<file path="config.mk">
export PLATFORM = sky130hd
export DESIGN_NAME = axi_read_intf
export DESIGN_NICKNAME = d
export VERILOG_FILES = /design/src/rtl/axi_read_intf.sv
export SDC_FILE = /design/constraint.sdc
export NUM_CORES = 1
export LEC_CHECK = 0
export CORE_UTILIZATION = 51
export CTS_BUF_LIST = sky130_fd_sc_hd__clkbuf_8
export DETAILED_ROUTE_END_ITERATION = 7
export PLACE_DENSITY = 0.81
export SKIP_LAST_GASP = 1
export SYNTH_ARGS = -nofsm -noshare
export SYNTH_HDL_FRONTEND = slang
export SYNTH_SLANG_ARGS = --single-unit
</file>
<file path="constraint.sdc">
create_clock -name clk -period 4.3 [get_ports clk]
set_input_delay 0.86 -clock clk [delete_from_list [all_inputs] [get_ports clk]]
set_output_delay 0.86 -clock clk [all_outputs]
set_load 0.05 [all_outputs]
</file>
<file path="src/rtl/axi_read_intf.sv">
// -----------------------------------------------------------------------------
// axi_read_intf
//   AXI4 read-slave front end. Accepts one AR burst at a time, turns it into
//   per-beat read strobes towards the on-chip RAM/FIFO read ports and returns
//   the data on the R channel through a 2-entry skid buffer with full RREADY
//   back-pressure. Only one burst is outstanding at a time.
//
// Ports
//   clk, rst            clock (rising edge), asynchronous active-high reset
//   AR*                 AXI read-address channel (ARID/ARADDR/ARLEN/ARSIZE/
//                       ARBURST/ARREGION/ARVALID in, ARREADY out)
//   R*                  AXI read-data channel (RID/RDATA/RRESP/RLAST/RVALID
//                       out, RREADY in)
//   axi_rd_req          one-cycle read strobe to the internal memory
//   axi_rd_addr         byte address of the strobed read
//   axi_rd_region       ARREGION[1:0] of the current burst (0 fifo/1 iram/2 wram)
//   axi_rd_data         memory data, valid RD_LAT cycles after axi_rd_req
//   axi_rd_done         one-cycle pulse on the RLAST handshake
// -----------------------------------------------------------------------------
module axi_read_intf #(
  parameter int ADDR_W = 11,
  parameter int DATA_W = 32,
  parameter int ID_W   = 8,
  parameter int RD_LAT = 1
) (
  input  logic              clk,
  input  logic              rst,
  input  logic [ID_W-1:0]   ARID,
  input  logic [ADDR_W-1:0] ARADDR,
  input  logic [7:0]        ARLEN,
  input  logic [2:0]        ARSIZE,
  input  logic [1:0]        ARBURST,
  input  logic [3:0]        ARREGION,
  input  logic              ARVALID,
  output logic              ARREADY,
  output logic [ID_W-1:0]   RID,
  output logic [DATA_W-1:0] RDATA,
  output logic [1:0]        RRESP,
  output logic              RLAST,
  output logic              RVALID,
  input  logic              RREADY,
  output logic              axi_rd_req,
  output logic [ADDR_W-1:0] axi_rd_addr,
  output logic [1:0]        axi_rd_region,
  input  logic [DATA_W-1:0] axi_rd_data,
  output logic              axi_rd_done
);

  localparam int SIZE_MAX = $clog2(DATA_W / 8);

  typedef enum logic [1:0] {
    S_IDLE  = 2'd0,
    S_BURST = 2'd1,
    S_DRAIN = 2'd2
  } state_t;

  // Address of the beat following 'addr' for the given burst type.
  function automatic logic [ADDR_W-1:0] next_addr(
    input logic [ADDR_W-1:0] addr,
    input logic [2:0]        size,
    input logic [1:0]        burst,
    input logic [7:0]        len
  );
    logic [ADDR_W-1:0] step;
    logic [ADDR_W-1:0] mask;
    logic [ADDR_W-1:0] res;
    step = ADDR_W'(1) << size;
    // WRAP container size minus one; only meaningful for legal WRAP lengths
    mask = ((ADDR_W'(len) + ADDR_W'(1)) << size) - ADDR_W'(1);
    case (burst)
      2'b01:   res = addr + step;
      2'b10:   res = (addr & ~mask) | ((addr + step) & mask);
      default: res = addr;
    endcase
    return res;
  endfunction

  // Bursts the slave cannot serve: answered with SLVERR beats, no memory access.
  function automatic logic burst_err(
    input logic [3:0] region,
    input logic [2:0] size,
    input logic [1:0] burst,
    input logic [7:0] len
  );
    logic wrap_len_ok;
    wrap_len_ok = (len == 8'd1) || (len == 8'd3) || (len == 8'd7) || (len == 8'd15);
    return (region > 4'd2) || (size > 3'(SIZE_MAX)) || (burst == 2'b11) ||
           ((burst == 2'b10) && !wrap_len_ok);
  endfunction

  // FSM
  state_t r_state;
  state_t w_state_nxt;

  // latched burst attributes
  logic              r_arready;
  logic [ID_W-1:0]   r_id;
  logic [7:0]        r_len;
  logic [2:0]        r_size;
  logic [1:0]        r_burst;
  logic [1:0]        r_region;
  logic              r_err;

  // issue side: r_cnt/r_addr describe the next beat still to be issued
  logic [7:0]        r_cnt;
  logic [ADDR_W-1:0] r_addr;
  logic              r_tok;       // a beat is issued this cycle (also for error bursts)
  logic              r_tok_last;
  logic              r_req;
  logic [ADDR_W-1:0] r_rd_addr;

  // one token per issued beat travels RD_LAT cycles alongside the memory read
  logic [RD_LAT-1:0] r_lat;
  logic [RD_LAT-1:0] r_lat_last;

  // skid buffer: head entry drives the R channel, second entry absorbs stalls
  logic              r_h_vld;
  logic [DATA_W-1:0] r_h_data;
  logic [1:0]        r_h_resp;
  logic              r_h_last;
  logic              r_s_vld;
  logic [DATA_W-1:0] r_s_data;
  logic [1:0]        r_s_resp;
  logic              r_s_last;

  logic              w_ar_hs;
  logic              w_err;
  logic              w_pop;
  logic              w_push;
  logic              w_rlast_hs;
  logic [2:0]        w_inflight;
  logic [2:0]        w_occ;
  logic [2:0]        w_proj;
  logic              w_issue;
  logic [DATA_W-1:0] w_push_data;
  logic [1:0]        w_push_resp;

  assign w_ar_hs     = ARVALID & r_arready;
  assign w_err       = burst_err(ARREGION, ARSIZE, ARBURST, ARLEN);
  assign w_pop       = r_h_vld & RREADY;
  assign w_push      = r_lat[RD_LAT-1];
  assign w_rlast_hs  = w_pop & r_h_last;
  assign w_push_data = r_err ? {DATA_W{1'b0}} : axi_rd_data;
  assign w_push_resp = r_err ? 2'b10 : 2'b00;

  // Count tokens issued but not yet landed in the skid buffer.
  always_comb begin
    w_inflight = {2'b00, r_tok};
    for (int k = 0; k < RD_LAT; k++) begin
      w_inflight = w_inflight + {2'b00, r_lat[k]};
    end
  end

  // Credit check: occupancy next cycle (after this cycle's pop) must leave room
  // for one more beat so the 2-entry buffer can never overflow.
  assign w_occ   = w_inflight + {2'b00, r_h_vld} + {2'b00, r_s_vld};
  assign w_proj  = w_occ - {2'b00, w_pop};
  assign w_issue = (r_state == S_BURST) && (w_proj < 3'd2);

  // Next-state logic of the burst FSM.
  always_comb begin
    w_state_nxt = r_state;
    case (r_state)
      S_IDLE: begin
        if (w_ar_hs) begin
          // beat 0 is issued on the handshake itself
          if (ARLEN == 8'd0) begin
            w_state_nxt = S_DRAIN;
          end else begin
            w_state_nxt = S_BURST;
          end
        end else begin
          w_state_nxt = S_IDLE;
        end
      end
      S_BURST: begin
        if (w_issue && (r_cnt == r_len)) begin
          w_state_nxt = S_DRAIN;
        end else begin
          w_state_nxt = S_BURST;
        end
      end
      S_DRAIN: begin
        if (w_rlast_hs) begin
          w_state_nxt = S_IDLE;
        end else begin
          w_state_nxt = S_DRAIN;
        end
      end
      default: w_state_nxt = S_IDLE;
    endcase
  end

  // FSM state register.
  always_ff @(posedge clk or posedge rst) begin
    if (rst) begin
      r_state <= S_IDLE;
    end else begin
      r_state <= w_state_nxt;
    end
  end

  // ARREADY: high whenever the FSM is (or is about to be) idle and no AR is being taken.
  always_ff @(posedge clk or posedge rst) begin
    if (rst) begin
      r_arready <= 1'b0;
    end else if (w_ar_hs) begin
      r_arready <= 1'b0;
    end else begin
      r_arready <= (w_state_nxt == S_IDLE);
    end
  end

  // Burst capture and per-beat issue of memory read strobes.
  always_ff @(posedge clk or posedge rst) begin
    if (rst) begin
      r_id       <= '0;
      r_len      <= 8'd0;
      r_size     <= 3'd0;
      r_burst    <= 2'b00;
      r_region   <= 2'b00;
      r_err      <= 1'b0;
      r_cnt      <= 8'd0;
      r_addr     <= '0;
      r_tok      <= 1'b0;
      r_tok_last <= 1'b0;
      r_req      <= 1'b0;
      r_rd_addr  <= '0;
    end else if (w_ar_hs) begin
      r_id       <= ARID;
      r_len      <= ARLEN;
      r_size     <= ARSIZE;
      r_burst    <= ARBURST;
      r_region   <= ARREGION[1:0];
      r_err      <= w_err;
      r_cnt      <= 8'd1;
      r_addr     <= next_addr(ARADDR, ARSIZE, ARBURST, ARLEN);
      r_tok      <= 1'b1;
      r_tok_last <= (ARLEN == 8'd0);
      r_req      <= ~w_err;
      r_rd_addr  <= ARADDR;
    end else if (w_issue) begin
      r_cnt      <= r_cnt + 8'd1;
      r_addr     <= next_addr(r_addr, r_size, r_burst, r_len);
      r_tok      <= 1'b1;
      r_tok_last <= (r_cnt == r_len);
      // error bursts keep the same pacing but never touch memory
      r_req      <= ~r_err;
      r_rd_addr  <= r_addr;
    end else begin
      r_tok      <= 1'b0;
      r_tok_last <= 1'b0;
      r_req      <= 1'b0;
    end
  end

  // Read-latency pipeline: marks the cycle in which axi_rd_data belongs to a beat.
  always_ff @(posedge clk or posedge rst) begin
    if (rst) begin
      r_lat      <= '0;
      r_lat_last <= '0;
    end else begin
      r_lat[0]      <= r_tok;
      r_lat_last[0] <= r_tok_last;
      for (int k = 1; k < RD_LAT; k++) begin
        r_lat[k]      <= r_lat[k-1];
        r_lat_last[k] <= r_lat_last[k-1];
      end
    end
  end

  // Skid buffer: push from the latency pipeline, pop on the R handshake.
  always_ff @(posedge clk or posedge rst) begin
    if (rst) begin
      r_h_vld  <= 1'b0;
      r_h_data <= '0;
      r_h_resp <= 2'b00;
      r_h_last <= 1'b0;
      r_s_vld  <= 1'b0;
      r_s_data <= '0;
      r_s_resp <= 2'b00;
      r_s_last <= 1'b0;
    end else if (w_pop) begin
      if (r_s_vld) begin
        // second entry moves to the head; a concurrent push refills it
        r_h_data <= r_s_data;
        r_h_resp <= r_s_resp;
        r_h_last <= r_s_last;
        if (w_push) begin
          r_s_data <= w_push_data;
          r_s_resp <= w_push_resp;
          r_s_last <= r_lat_last[RD_LAT-1];
        end else begin
          r_s_vld <= 1'b0;
        end
      end else if (w_push) begin
        r_h_data <= w_push_data;
        r_h_resp <= w_push_resp;
        r_h_last <= r_lat_last[RD_LAT-1];
      end else begin
        r_h_vld <= 1'b0;
      end
    end else if (w_push) begin
      if (!r_h_vld) begin
        r_h_vld  <= 1'b1;
        r_h_data <= w_push_data;
        r_h_resp <= w_push_resp;
        r_h_last <= r_lat_last[RD_LAT-1];
      end else begin
        r_s_vld  <= 1'b1;
        r_s_data <= w_push_data;
        r_s_resp <= w_push_resp;
        r_s_last <= r_lat_last[RD_LAT-1];
      end
    end else begin
      r_h_vld <= r_h_vld;
    end
  end

  assign ARREADY       = r_arready;
  assign RID           = r_id;
  assign RDATA         = r_h_data;
  assign RRESP         = r_h_resp;
  assign RLAST         = r_h_last & r_h_vld;
  assign RVALID        = r_h_vld;
  assign axi_rd_req    = r_req;
  assign axi_rd_addr   = r_rd_addr;
  assign axi_rd_region = r_region;
  assign axi_rd_done   = w_rlast_hs;

endmodule

</file>
==> results.yml <==
synthesis:
  ys.flop_type: "dfrtp_1"
  synthDistinctLibCells: 77
  ys_warn_count: 0
  syn_nets: 1148
  synth_cells: 1045
  synth.avg_cell_area_um2: 8.33
  yosysSeqAreaShare_pct: 37.9
  syn-cell-area_mm2: 0.00871
  synthArstFlopShare_pct: 100
  synth-seq-cells: 132
  synth_top_area_share_pct: 37.9
  synth_edf_count: 0
  post-synth-top-area-cell: "dfrtp_1"
  synth.area.top_cells: "dfrtp_1 (38%), nand2_1 (7.2%), o21ai_0 (6.8%), ha_1 (3.9%), a21oi_1 (3.9%)"
critical_path:
  worst_path_largest_cell_delay_ns: 0.59
  path_class: "in2reg"
  critPathArrivalTime_ns: 4.22
  required_ns: 4.67
  crit_path_max_fanout: 10
  slowest_stage: "or4_1"
  crit_path_frequent_cell: "fa_1"
  reg2regPathDepth: 10
  start_kind: "input pin"
  path_cells: "clkdlybuf4s50_1 > and2_1 > ha_1 > fa_1 > nand2b_1 > fa_1 > xor2_1 > and3_1 > nand2_1 > or4_1 > a31oi_1"
  cp-end-kind: "flop"
cts:
  cts_resized: 0
  insertion_delay_ns: 0.46
  htree_levels: 4
  ctsHoldBuffers: 0
  root_buffer: "clkbuf_8"
  clk_pin_slew_ns: 0.08
  cts_tree: "yes"
  cts_sinks: 132
  post-cts-setup-buffers: 0
  cts.path.max_buffers: 2
  cts_buffers: 17
final_layout:
  syn_to_final_growth_pct: 21.5
  drive_above_1_share_pct: 8.37
  fin_nets: 1249
  n_antenna_cell: 0
die:
  die_h_um: 133
  die_w_um: 133
  fp-row-count: 47
  die-area_mm2: 0.0176
  io_pins: 132
  start_util_pct: 52.3
  core_mm2: 0.0166
global_routing:
  grt_start_max_net_pins: 133
  grt_pass1_vias: 7622
  grt_usage_pct: 26.7
  overflow: 0
  antenna_found_initial: 0
  grt_pass1_wl_mm: 37.8
timing:
  drv_slew: 0
  clock_skew_ns: 0.0168
  fin_tns_setup_ns: 0
  tightest_slew_ns: 1.04
  slew_headroom_pct: 30.6
  setup_viol_count_final: 0
  layout_min_cycle_time_ns: 3.85
  fmax_ghz: 0.260
  rsz0062_at_grt: "false"
  post-route-period-util_pct: 89.5
  finalHoldViolations: 0
hold_path:
  min_path_type: "reg2reg"
  whs_path_depth: 0
placement:
  gp_congestion: 0.928
  numPortBuffers: 130
  dp_hpwl_mm: 16.2
routing:
  vias: 7985
  ant_nets: 0
  post_drt_wl_per_cell_um: 16.3
  drc: 0
  dr.pass1.iters: 5
  drt-total-wl_mm: 22.5
  post_drt_via_cell_ratio: 5.79
  drt-initial-drc-count: 628
power:
  worst_ir_drop_vdd_mv: 0.434
  power_uw: 7730
  p_leak_uw: 0.00451
  power_density_mw_per_mm2: 731
job:
  max_cap_violations: 0
outcome:
  outcome: "finished, final reports clean"
[flip-flops by register name, indices dropped and copies added, names as in the netlist, 2 cells and up, named ones only]
name           count
RDATA             32
RID                8
axi_rd_addr       11
axi_rd_region      2
r_burst            2
r_cnt              8
r_len              8
r_s_data          32
r_size             3
r_state            2
[kinds of logic (layout without fill, tap and decap cells)]
logic type	Yosys count	in the layout	share of synthesized area, %
AND/OR/NAND/NOR	396	396	21.9
AO/OA/AOI/OAI	292	292	20.8
flip-flops	132	132	37.9
buffers and inverters	111	225	5.34
XOR/XNOR	48	48	4.83
multiplexers	34	34	4.35
adder cells (fa/ha/maj)	31	31	4.80
other	1	1	0.0431
[cell type report]
cell class / count / area [µm²]
clock buffers: 17 / 234
clock inverters: 15 / 160
fillers: 1430 / 6060
inverters: 34 / 131
multi-input cells: 802 / 4950
flip-flops and latches: 132 / 3300
well taps: 220 / 275
repair buffers: 159 / 1530
[cell usage after synthesis (all sizes together), types with 5 or more instances]
library cell,count
a21oi,67
and3,14
inv,31
xor2,38
o221ai,5
o21ai,119
nor3b,6
buf,23
a221oi,7
and2,8
nor4,6
nor3,20
mux2,11
nand2,168
a31oi,8
o22ai,7
xnor2,10
nand2b,43
nand4,7
dfrtp,132
o21a,6
o211ai,6
nor2,68
a31o,5
nand3,21
a21o,10
ha,27
a211oi,8
nor2b,12
mux2i,21
clkbuf,54
[path summary, 6_finish.rpt]
check / to / from / slack [ns]
max in group asynchronous: axi_rd_addr[2] / rst / 2.81
min in group asynchronous: RID[1] / rst / 0.95
worst min-delay path: r_lat_last / r_tok_last / 0.37
worst min register to register: r_lat_last / r_tok_last / 0.37
worst max-delay path: flop / RREADY / 0.45
worst max register to register: flop / r_len[0] / 0.64
[placed cells by master, fill, tap and decap left out, types with 20 or more instances in the layout]
| cell type | count |
|---|---|
| a21oi_1 | 67 |
| nor2_1 | 68 |
| clkdlybuf4s50_1 | 130 |
| nand2_1 | 167 |
| nor3_1 | 20 |
| ha_1 | 27 |
| nand2b_1 | 43 |
| dfrtp_1 | 132 |
| xor2_1 | 38 |
| mux2i_1 | 21 |
| nand3_1 | 21 |
| inv_1 | 30 |
| buf_4 | 28 |
| o21ai_0 | 119 |
[report_power, final]
group          internal (µW)  total (µW)  switching (µW)
Combinational           1730        4460            2730
Sequential              1730        2210             481
Clock                    483        1060             579
Total                   3940        7730            3790
[metal layers]
metal	vias up	part of all wire, %	track usage (%)
met5	-	0	0
met4	0	2.8	9.00
met3	55	5.5	5.06
met2	269	46	43.0
met1	3787	46	36.1
li1	3874	-	-
[worst max-delay path, delay by kind of cell]
family	cells	cell delay, ns
fa+ha+maj	3	1.09
simple gates	5	1.48
compound gates	1	0.19
xor+xnor	1	0.14
buf+inv	1	0.46
[per-stage QoR]
stage / hold WS (ns) / instance area [µm²] / setup WS, ns / std cells / util (%)
finish: 0.367 / 10600 / 0.451 / 1379 / 63.6
global route: 0.371 / 10600 / 0.263 / 1379 / 63.6
CTS: 0.364 / 10600 / 0.493 / 1379 / 63.6
detailed placement: 0.342 / 10200 / 0.0365 / 1347 / 61.2
global placement: 0.337 / 10200 / 0.160 / 1347 / 61.2
floorplan: 0.331 / 8710 / 0.509 / 1045 / -
No activity file was read; power rests on OpenSTA's default activity.
